`config.mk`:
```
export PLATFORM = sky130hd
export DESIGN_NAME = if_id_skid_buffer
export DESIGN_NICKNAME = d
export VERILOG_FILES = /design/src/rtl/if_id_skid_buffer.sv
export SDC_FILE = /design/constraint.sdc
export NUM_CORES = 1
export LEC_CHECK = 0
export CAP_MARGIN = 10
export CORE_MARGIN = 4
export CORE_UTILIZATION = 42
export DETAILED_ROUTE_END_ITERATION = 10
export PLACE_DENSITY = 0.78
export SKIP_CTS_REPAIR_TIMING = 1
export SYNTH_ARGS = -nofsm -noshare
export SYNTH_HDL_FRONTEND = slang
export SYNTH_SLANG_ARGS = --single-unit
```
`constraint.sdc`:
```
create_clock -name clk -period 16 [get_ports clk]
set_input_delay 3.2 -clock clk [delete_from_list [all_inputs] [get_ports clk]]
set_output_delay 3.2 -clock clk [all_outputs]
set_load 0.005 [all_outputs]
```
`src/rtl/if_id_skid_buffer.sv`:
```
// Fetch-to-decode stage: 2-entry FIFO skid buffer with valid/ready on both sides.
// Immediate format is classified at enqueue so decode sees a registered select.
module if_id_skid_buffer #(
  parameter int              XLEN      = 32,
  parameter logic [XLEN-1:0] NOP_INSTR = 32'h00000013
) (
  input  logic            clk,
  input  logic            rst,
  input  logic            flush,
  input  logic [XLEN-1:0] InstrF,
  input  logic [XLEN-1:0] PCF,
  input  logic            ValidF,
  output logic            ReadyF,
  output logic [XLEN-1:0] InstrD,
  output logic [XLEN-1:0] PCD,
  output logic [XLEN-1:0] PCPlus4D,
  output logic [24:0]     ImmD,
  output logic [2:0]      ImmSrcD,
  output logic            IllegalD,
  output logic            ValidD,
  input  logic            ReadyD,
  output logic [1:0]      Count
);

  logic [XLEN-1:0] instr_q   [2];
  logic [XLEN-1:0] pc_q      [2];
  logic [2:0]      imm_src_q [2];
  logic            illegal_q [2];

  logic       rd_ptr_q, rd_ptr_d;
  logic       wr_ptr_q, wr_ptr_d;
  logic [1:0] count_q, count_d;

  logic       push, pop;
  logic [2:0] imm_src_in;
  logic       illegal_in;

  assign ReadyF = (count_q != 2'd2);
  assign ValidD = (count_q != 2'd0);
  assign push   = ValidF & ReadyF;
  assign pop    = ValidD & ReadyD;
  assign Count  = count_q;

  always_comb begin
    imm_src_in = 3'b111;
    illegal_in = 1'b0;
    unique case (InstrF[6:0])
      7'b0010011, 7'b0000011, 7'b1100111: imm_src_in = 3'b000;
      7'b0110111, 7'b0010111:             imm_src_in = 3'b001;
      7'b0100011:                         imm_src_in = 3'b010;
      7'b1100011:                         imm_src_in = 3'b011;
      7'b1101111:                         imm_src_in = 3'b100;
      7'b0110011, 7'b1110011:             imm_src_in = 3'b111;
      default:                            illegal_in = 1'b1;
    endcase
  end

  // Flush wins over push and pop; a popped head is simply discarded with the rest.
  always_comb begin
    count_d  = count_q;
    rd_ptr_d = rd_ptr_q;
    wr_ptr_d = wr_ptr_q;
    if (flush) begin
      count_d  = 2'd0;
      rd_ptr_d = 1'b0;
      wr_ptr_d = 1'b0;
    end else begin
      if (push) wr_ptr_d = ~wr_ptr_q;
      if (pop)  rd_ptr_d = ~rd_ptr_q;
      case ({push, pop})
        2'b10:   count_d = count_q + 2'd1;
        2'b01:   count_d = count_q - 2'd1;
        default: count_d = count_q;
      endcase
    end
  end

  always_ff @(posedge clk) begin
    if (rst) begin
      count_q  <= 2'd0;
      rd_ptr_q <= 1'b0;
      wr_ptr_q <= 1'b0;
    end else begin
      count_q  <= count_d;
      rd_ptr_q <= rd_ptr_d;
      wr_ptr_q <= wr_ptr_d;
    end
  end

  always_ff @(posedge clk) begin
    if (push && !flush && !rst) begin
      instr_q[wr_ptr_q]   <= InstrF;
      pc_q[wr_ptr_q]      <= PCF;
      imm_src_q[wr_ptr_q] <= imm_src_in;
      illegal_q[wr_ptr_q] <= illegal_in;
    end
  end

  assign InstrD   = ValidD ? instr_q[rd_ptr_q]   : NOP_INSTR;
  assign PCD      = ValidD ? pc_q[rd_ptr_q]      : '0;
  assign ImmSrcD  = ValidD ? imm_src_q[rd_ptr_q] : 3'b000;
  assign IllegalD = ValidD ? illegal_q[rd_ptr_q] : 1'b0;
  assign PCPlus4D = PCD + XLEN'(4);
  assign ImmD     = InstrD[31:7];

endmodule

```
==> flow_summary.toml, run 1 <==
[timing]
fmax_mhz = 134
fin_ws_ps = 8560
rsz0062_at_grt = "false"
fin_skew_ps = 6.59
layout_min_cycle_time_ps = 7440
fin_tns_setup_ps = 0
hold_violations = 0
slew_headroom = 0.367
tightest_slew_ps = 950
finalSetupViolCount = 0
period_share = 0.465
maxSlewViolCount = 0

[grt]
grt_use_total = 0.171
grt_pass1_wl_um = 23900
grt_remaining_overflow = 0
grt_max_degree = 81
grt_pass1_vias = 4692
antenna_found_initial = 1

[floorplan]
die_height_um = 133
rows = 45
start_util = 0.429
coreArea_mm2 = 0.0152
ios = 198
die-area_mm2 = 0.0176
die_w_um = 133

[critical_path]
slowest_delay_ps = 730
cp_num_buf_inv = 4
critical-path-slowest-cell = "buf_4"
crit_chain = "buf_4 -> mux2_2 -> nand2_1 -> inv_1 -> ha_1 -> inv_1 -> a211oi_1 -> nand2_1 -> nor3_1 -> xor2_1 -> clkdlybuf4s50_1"
worst-setup-path-type = "flip-flop to output port"
rrSetupSlack_ps = 13330
critPathRequiredTime_ps = 12800
endpoint_kind = "output port"
critPathMaxFanout = 57
start_kind = "flip-flop"
r2r_end = "Count[1]"
cpLargestDelayFamily = "buffers and inverters"
regToRegStartpoint = "Count[1]"
critical_path_arrival_ps = 4240
r2r_cells = 8

[run_status]
status = "finished clean"

[synthesis]
synth_top_area_frac = 0.627
yosysTopAreaCell = "edfxtp_1"
synthTopCellsByArea = "edfxtp_1 (63%), mux2i_1 (10%), nor2_1 (4.3%)"
yosysWarnings = 0
synth.distinct_cells = 37
synthesis.nets = 548
synth-seq-cells = 141
syn_inst = 477
synth.avg_cell_area_um2 = 13.7
seq_area_frac_synth = 0.642
syn_area_mm2 = 0.00651

[power_and_ir_drop]
power_density_mw_per_mm2 = 99.3
peakVddDrop_v = 0.0000645
fin_total_pwr_uw = 899
leakage_uw = 0.00297

[clock_network]
cts_htree_levels = 4
clkSinkCount = 141
cts_buffers = 17
root_buffer = "clkbuf_16"
clk_pin_slew_ps = 60
cts_tree = "built"
ctsLongestPathBuffers = 2
clk_latency_ps = 400

[routing]
vias_per_cell = 5.14
drtAntennaViolNets = 0
routedWlPerCell_um = 17.9
drc = 0
dr.pass1.iters = 5
drt-initial-drc-count = 313
drt-total-wl_um = 15300
vias = 4392

[cells_and_area]
final_layout_size_suffix_gt1_frac = 0.0782
layout_commonest_cell = "clkdlybuf4s50_1"
fill_cells = 1198
multi_input_area_mm2 = 0.00202
final_cell_mix = "clkdlybuf4s50_1 (197), edfxtp_1 (136), nor2_1 (73)"
postLayoutCoreUtil = 0.595
regArea_mm2 = 0.00419
nNetsFinal = 723
area_delta_synth_final_pct = 38.9

[placement]
dp_slack_ps = 8930
place_congestion = 0.825
hpwl_um = 10800
port_buffers = 197

[hold_path]
hp-start = "rd_ptr_q"
hp-class = "flip-flop to flip-flop"
hold_depth = 2

[flow_run]
drv_cap = 0
-- cell type report --
cell class              instances  share of cell area
clock inverters                15              0.0174
well taps                     188              0.0260
flip-flops and latches        141               0.463
multi-input cells             285               0.223
repair buffers                201               0.221
diodes                          1            0.000276
inverters                       6             0.00249
clock buffers                  17              0.0470
-- metal layers --
metal	up-vias	part of all wire	wire length (um)	track usage
li1	2078	-	-	-
met1	2097	0.42	6420	0.211
met2	199	0.48	7340	0.285
met3	16	0.085	1300	0.0608
met4	2	0.011	172	0.0520
met5	-	0.00085	13	0
-- cells in the mapped netlist, drive strengths merged --
cell,instances
a221oi,1
nor2,74
nor4,10
xnor2,11
nand4b,2
nand3,24
nor4b,1
a21o,1
mux2i,67
and2,1
a21oi,3
xor2,22
edfxtp,136
a22o,2
a211oi,8
inv,6
buf,43
dfxtp,5
a2111oi,1
mux2,1
nand3b,8
nand2,22
nand2b,2
nand4,3
ha,2
a22oi,1
nor3,14
o21ai,4
clkbuf,2
-- worst max path at each step --
| stage | start | to | slack [ps] | depth (start not counted) |
|---|---|---|---|---|
| after CTS | flip-flop | PCPlus4D[30] | 8470 | 11 |
| after global routing | flip-flop | PCPlus4D[30] | 8210 | 11 |
| after floorplan | ValidF | illegal_q[1] | 5010 | 2 |
| after global placement | flip-flop | PCPlus4D[26] | 9030 | 11 |
| after detailed placement | flip-flop | PCPlus4D[30] | 8930 | 11 |
| final | flip-flop | PCPlus4D[30] | 8560 | 11 |
-- state kept, by name (all words and copies together) (netlist names), named ones only --
| name | cells |
|---|---|
| illegal_q | 2 |
| wr_ptr_q | 1 |
| instr_q | 64 |
| rd_ptr_q | 1 |
| Count | 2 |
| imm_src_q | 6 |
| pc_q | 64 |
-- kinds of logic after synthesis --
family                   count (synthesis)  share of synthesized area
AO/OA/AOI/OAI                           21                     0.0259
XOR/XNOR                                33                     0.0444
adder cells (fa/ha/maj)                  2                    0.00384
buffers and inverters                   51                     0.0509
flip-flops                             141                      0.642
multiplexers                            68                      0.105
AND/OR/NAND/NOR                        161                      0.128
-- worst min-delay path, cell delays in order (launching register included) --
cell and delay (ps):
dfxtp_1 320, xnor2_1 140, nor3_1 50
-- report_power, final --
group | total (uW) | internal, uW | switching (uW) | leakage, uW
sequential | 417 | 413 | 3.91 | 0.00128
combinational | 98.7 | 55.5 | 43.1 | 0.00141
clock | 384 | 231 | 152 | 0.000282
-- stage by stage --
stage,area [um2],hold slack (ps),std cells
3_3_place_gp,8470,537,821
4_1_cts,9050,554,853
5_1_grt,9050,610,853
3_5_place_dp,8470,533,821
2_1_floorplan,6520,518,477
6_report,9050,552,854
Note: power is estimated with default switching activity, not from simulation.
==> run 2, diff against run 1 <==
Clock period 16 ns to 7.01 ns, I/O delays scaled along.
==> run 2 against run 1 <==
Net effect: final area down 0.21%; clock skew increased by 7.9 ps; first-iteration DRC count is 26% lower; die area is the same; largest cell class unchanged; largest power group unchanged; highest routed layer unchanged.
==> flow_summary.toml, run 2 (synthesis gave the netlist of run 1 again) <==
[run_status]
status = "finished clean"

[clock_network]
root_buffer = "clkbuf_16"
clk_pin_slew_ps = 50
clk_latency_ps = 410
clkSinkCount = 141
cts_htree_levels = 4
cts_tree = "built"
cts_buffers = 17
ctsLongestPathBuffers = 2

[grt]
grt_pass1_vias = 4669
grt_use_total = 0.172
antenna_found_initial = 3
grt_pass1_wl_um = 24000
grt_remaining_overflow = 0
grt_max_degree = 69

[cells_and_area]
reg_top3 = "instr_q: 64 flops, pc_q: 64 flops, imm_src_q: 6 flops"
final_layout_size_suffix_gt1_frac = 0.0783
area_delta_synth_final_pct = 38.7
nNetsFinal = 723
final_cell_area_mm2 = 0.00903
postLayoutCoreUtil = 0.594
final_cell_mix = "clkdlybuf4s50_1 (197), edfxtp_1 (136), nor2_1 (73)"
layout_commonest_cell = "clkdlybuf4s50_1"
num_antenna_cells = 0

[timing]
rsz0062_at_grt = "false"
maxSlewViolCount = 0
fin_tns_setup_ps = 0
slew_headroom = 0.362
finalSetupViolCount = 0
fmax_mhz = 196
period_share = 0.728
tightest_slew_ps = 957
layout_min_cycle_time_ps = 5110
fin_skew_ps = 14.5
hold_violations = 0

[flow_run]
drv_cap = 0

[placement]
place_congestion = 0.855
port_buffers = 197
place_area_mm2 = 0.00848
hpwl_um = 10800

[power_and_ir_drop]
leakage_uw = 0.00295
internal-power_uw = 1560
peakVddDrop_v = 0.000110
clock_power_share = 0.411
swShare = 0.221
power_density_mw_per_mm2 = 221
p_seq_frac = 0.477
pwr-share-comb = 0.113
p_sw_uw = 442

[critical_path]
crit_chain = "mux2_2 -> nand2_1 -> inv_1 -> ha_1 -> inv_1 -> a211oi_1 -> nand2_1 -> nor4_2 -> xor2_1 -> clkdlybuf4s50_1"
start_kind = "flip-flop"
cpLargestDelayFamily = "flip-flops"
endpoint_kind = "output port"
critPathMaxFanout = 63
slowest_delay_ps = 920
critical_path_arrival_ps = 3700
critical-path-slowest-cell = "dfxtp_4"
critPathRequiredTime_ps = 5610
worst-setup-path-type = "flip-flop to output port"
cp_num_buf_inv = 3

[routing]
drt-initial-drc-count = 231
routedWlPerCell_um = 17.9
dr.pass1.iters = 5
drt-total-wl_um = 15200
drc = 0
vias = 4388
drtAntennaViolNets = 0
vias_per_cell = 5.15

[floorplan]
rows = 45
die_w_um = 133
die-area_mm2 = 0.0176
coreArea_mm2 = 0.0152
start_util = 0.429
die_height_um = 133
ios = 198

[hold_path]
hp-class = "flip-flop to flip-flop"
run 2: power by group through the flow:
| stage | clock, uW | combinational (uW) | sequential [uW] |
|---|---|---|---|
| after global routing | 874 | 243 | 955 |
| after CTS | 838 | 228 | 953 |
| after detailed placement | 0 | 226 | 971 |
| after global placement | 0 | 223 | 970 |
| final | 821 | 225 | 953 |
| after floorplan | 0 | 93.2 | 968 |
run 2: metal layers:
layer,GRT usage,routed length [um],vias to the layer above
met1,0.202,6260,2082
met3,0.0833,1500,28
met4,0.0600,284,6
li1,-,-,2078
met5,0,39,-
met2,0.277,7150,194
run 2: per-stage QoR:
stage	worst slack (ps)	total power, uW	hold WS (ps)	std cells
floorplan	1210	1060	518	477
global placement	2350	1190	536	821
detailed placement	2300	1200	539	821
CTS	1860	2020	553	852
global route	1630	2070	599	852
finish	1900	2000	556	852
run 2: final cells by class:
type / instances / area, um2
fillers: 1191 / 6170
multi-input cells: 285 / 2040
inverters: 6 / 22.5
well taps: 188 / 235
flip-flops and latches: 141 / 4190
clock inverters: 13 / 120
clock buffers: 18 / 429
repair buffers: 201 / 2000
run 2: worst paths after layout:
path | startpoint | to | slack (ps) | cells past startpoint
worst min register to register | rd_ptr_q | flip-flop | 560 | 2
worst max register to register | Count[0] | pc_q[1][11] | 4740 | 4
worst min-delay path | rd_ptr_q | flip-flop | 560 | 2
worst max-delay path | flip-flop | PCPlus4D[26] | 1900 | 10
run 2: worst min-delay path, delay by kind of cell, from the launching register on:
kind             cells  cell delay, ps
XOR/XNOR             1             140
flip-flops           1             320
AND/OR/NAND/NOR      1              60
==> run 3, diff against run 2 <==
Clock period 7.01 ns to 4.9 ns, I/O delays scaled along.
==> run 3 against run 2 <==
Net effect: worst hold slack better by 43 ps; final cell count rose by 0.47%; power increased by 44%; routed wire length rose by 2.6%; critical endpoint is now PCPlus4D[31]; highest routed layer unchanged.
==> flow_summary.toml, run 3 (synthesis gave the netlist of run 1 again) <==
[run_status]
status = "finished clean"

[timing]
fin_skew_ps = 14.4
hold_violations = 0
tightest_slew_ps = 958
rsz0062_at_grt = "false"
layout_min_cycle_time_ps = 4520
period_share = 0.923
fin_tns_setup_ps = 0
fmax_mhz = 221
slew_headroom = 0.361
holdWs_ps = 599
maxSlewViolCount = 0
fin_ws_ps = 378
finalSetupViolCount = 0

[cells_and_area]
layout_commonest_cell = "clkdlybuf4s50_1"
reg_top3 = "instr_q: 64 flops, pc_q: 64 flops, imm_src_q: 6 flops"
final_layout_size_suffix_gt1_frac = 0.0868
final_cell_mix = "clkdlybuf4s50_1 (197), edfxtp_1 (136), nor2_1 (73)"
num_antenna_cells = 0
area_delta_synth_final_pct = 39.1
nNetsFinal = 726

[clock_network]
cts_buffers = 17
clkSinkCount = 141
clk_pin_slew_ps = 60
cts_htree_levels = 4
root_buffer = "clkbuf_16"
clk_latency_ps = 410
cts_tree = "built"
ctsLongestPathBuffers = 2

[power_and_ir_drop]
power_density_mw_per_mm2 = 318
clock_power_share = 0.414
swShare = 0.237
internal-power_uw = 2200
p_sw_uw = 681
pwr-share-comb = 0.114
p_seq_frac = 0.472
leakage_uw = 0.00298
peakVddDrop_v = 0.000174

[placement]
port_buffers = 197
hpwl_um = 11200
dp_slack_ps = 797
place_congestion = 0.830

[critical_path]
critPathMaxFanout = 44
endpoint_kind = "output port"
regToRegStartpoint = "Count[0]"
start_kind = "flip-flop"
worst-setup-path-type = "flip-flop to output port"
critPathRequiredTime_ps = 3920
critical_path_arrival_ps = 3540

[routing]
drt-initial-drc-count = 219
dr.pass1.iters = 4
drt-total-wl_um = 15600
routedWlPerCell_um = 18.3
drtAntennaViolNets = 0
vias = 4389
vias_per_cell = 5.13
drc = 0

[grt]
grt_use_total = 0.176
antenna_found_initial = 1
grt_remaining_overflow = 0
grt_max_degree = 78
grt_pass1_wl_um = 24500
grt_pass1_vias = 4758

[flow_run]
drv_cap = 0

[floorplan]
die_w_um = 133
rows = 45
coreArea_mm2 = 0.0152
die_height_um = 133
ios = 198
start_util = 0.429
die-area_mm2 = 0.0176

[hold_path]
hp-start = "rd_ptr_q"
hp-class = "flip-flop to flip-flop"
## run 3: worst max-delay path: stages, from the launching register on
cell             delay [ps]
dfxtp_4                 480
buf_4                   520
nand3_1                 280
a2111oi_4               480
nand3_4                 250
nor4_2                  350
xor2_1                  180
clkdlybuf4s50_1         530
## run 3: per-layer routing
| layer | wire length [um] | part of all wire | track usage | vias to the layer above |
|---|---|---|---|---|
| li1 | - | - | - | 2090 |
| met1 | 6480 | 0.41 | 0.204 | 2103 |
| met2 | 7520 | 0.48 | 0.294 | 171 |
| met3 | 1370 | 0.088 | 0.0787 | 23 |
| met4 | 239 | 0.015 | 0.0572 | 2 |
| met5 | 20 | 0.0013 | 0 | - |
## run 3: area by class of cell
| cell class | count | area [um2] |
|---|---|---|
| multi-input combinational | 285 | 2040 |
| sequential | 141 | 4190 |
| fill | 1216 | 6140 |
| tap | 188 | 235 |
| clock buffer | 17 | 425 |
| inverter | 6 | 22.5 |
| clock inverter | 15 | 128 |
| timing repair buffer | 204 | 2020 |
## run 3: final timing paths
kind                            slack, ps             end  depth (start not counted)
worst min register to register        600        rd_ptr_q                          2
worst max-delay path                  380    PCPlus4D[31]                          7
worst max register to register       2630  instr_q[1][27]                          4
worst min-delay path                  600        rd_ptr_q                          2
## run 3: power groups by stage
stage | registers, uW | logic, uW | clock network (uW)
floorplan | 1380 | 134 | 0
global placement | 1380 | 325 | 0
detailed placement | 1380 | 330 | 0
CTS | 1360 | 332 | 1220
global route | 1360 | 354 | 1260
finish | 1360 | 328 | 1190
## run 3: metrics by stage
stage,std cells,instance area (um2),utilization,total power (uW)
floorplan,477,6550,-,1520
global placement,824,8510,0.560,1710
detailed placement,824,8510,0.560,1710
CTS,856,9060,0.596,2910
global route,856,9060,0.596,2980
finish,856,9060,0.596,2880
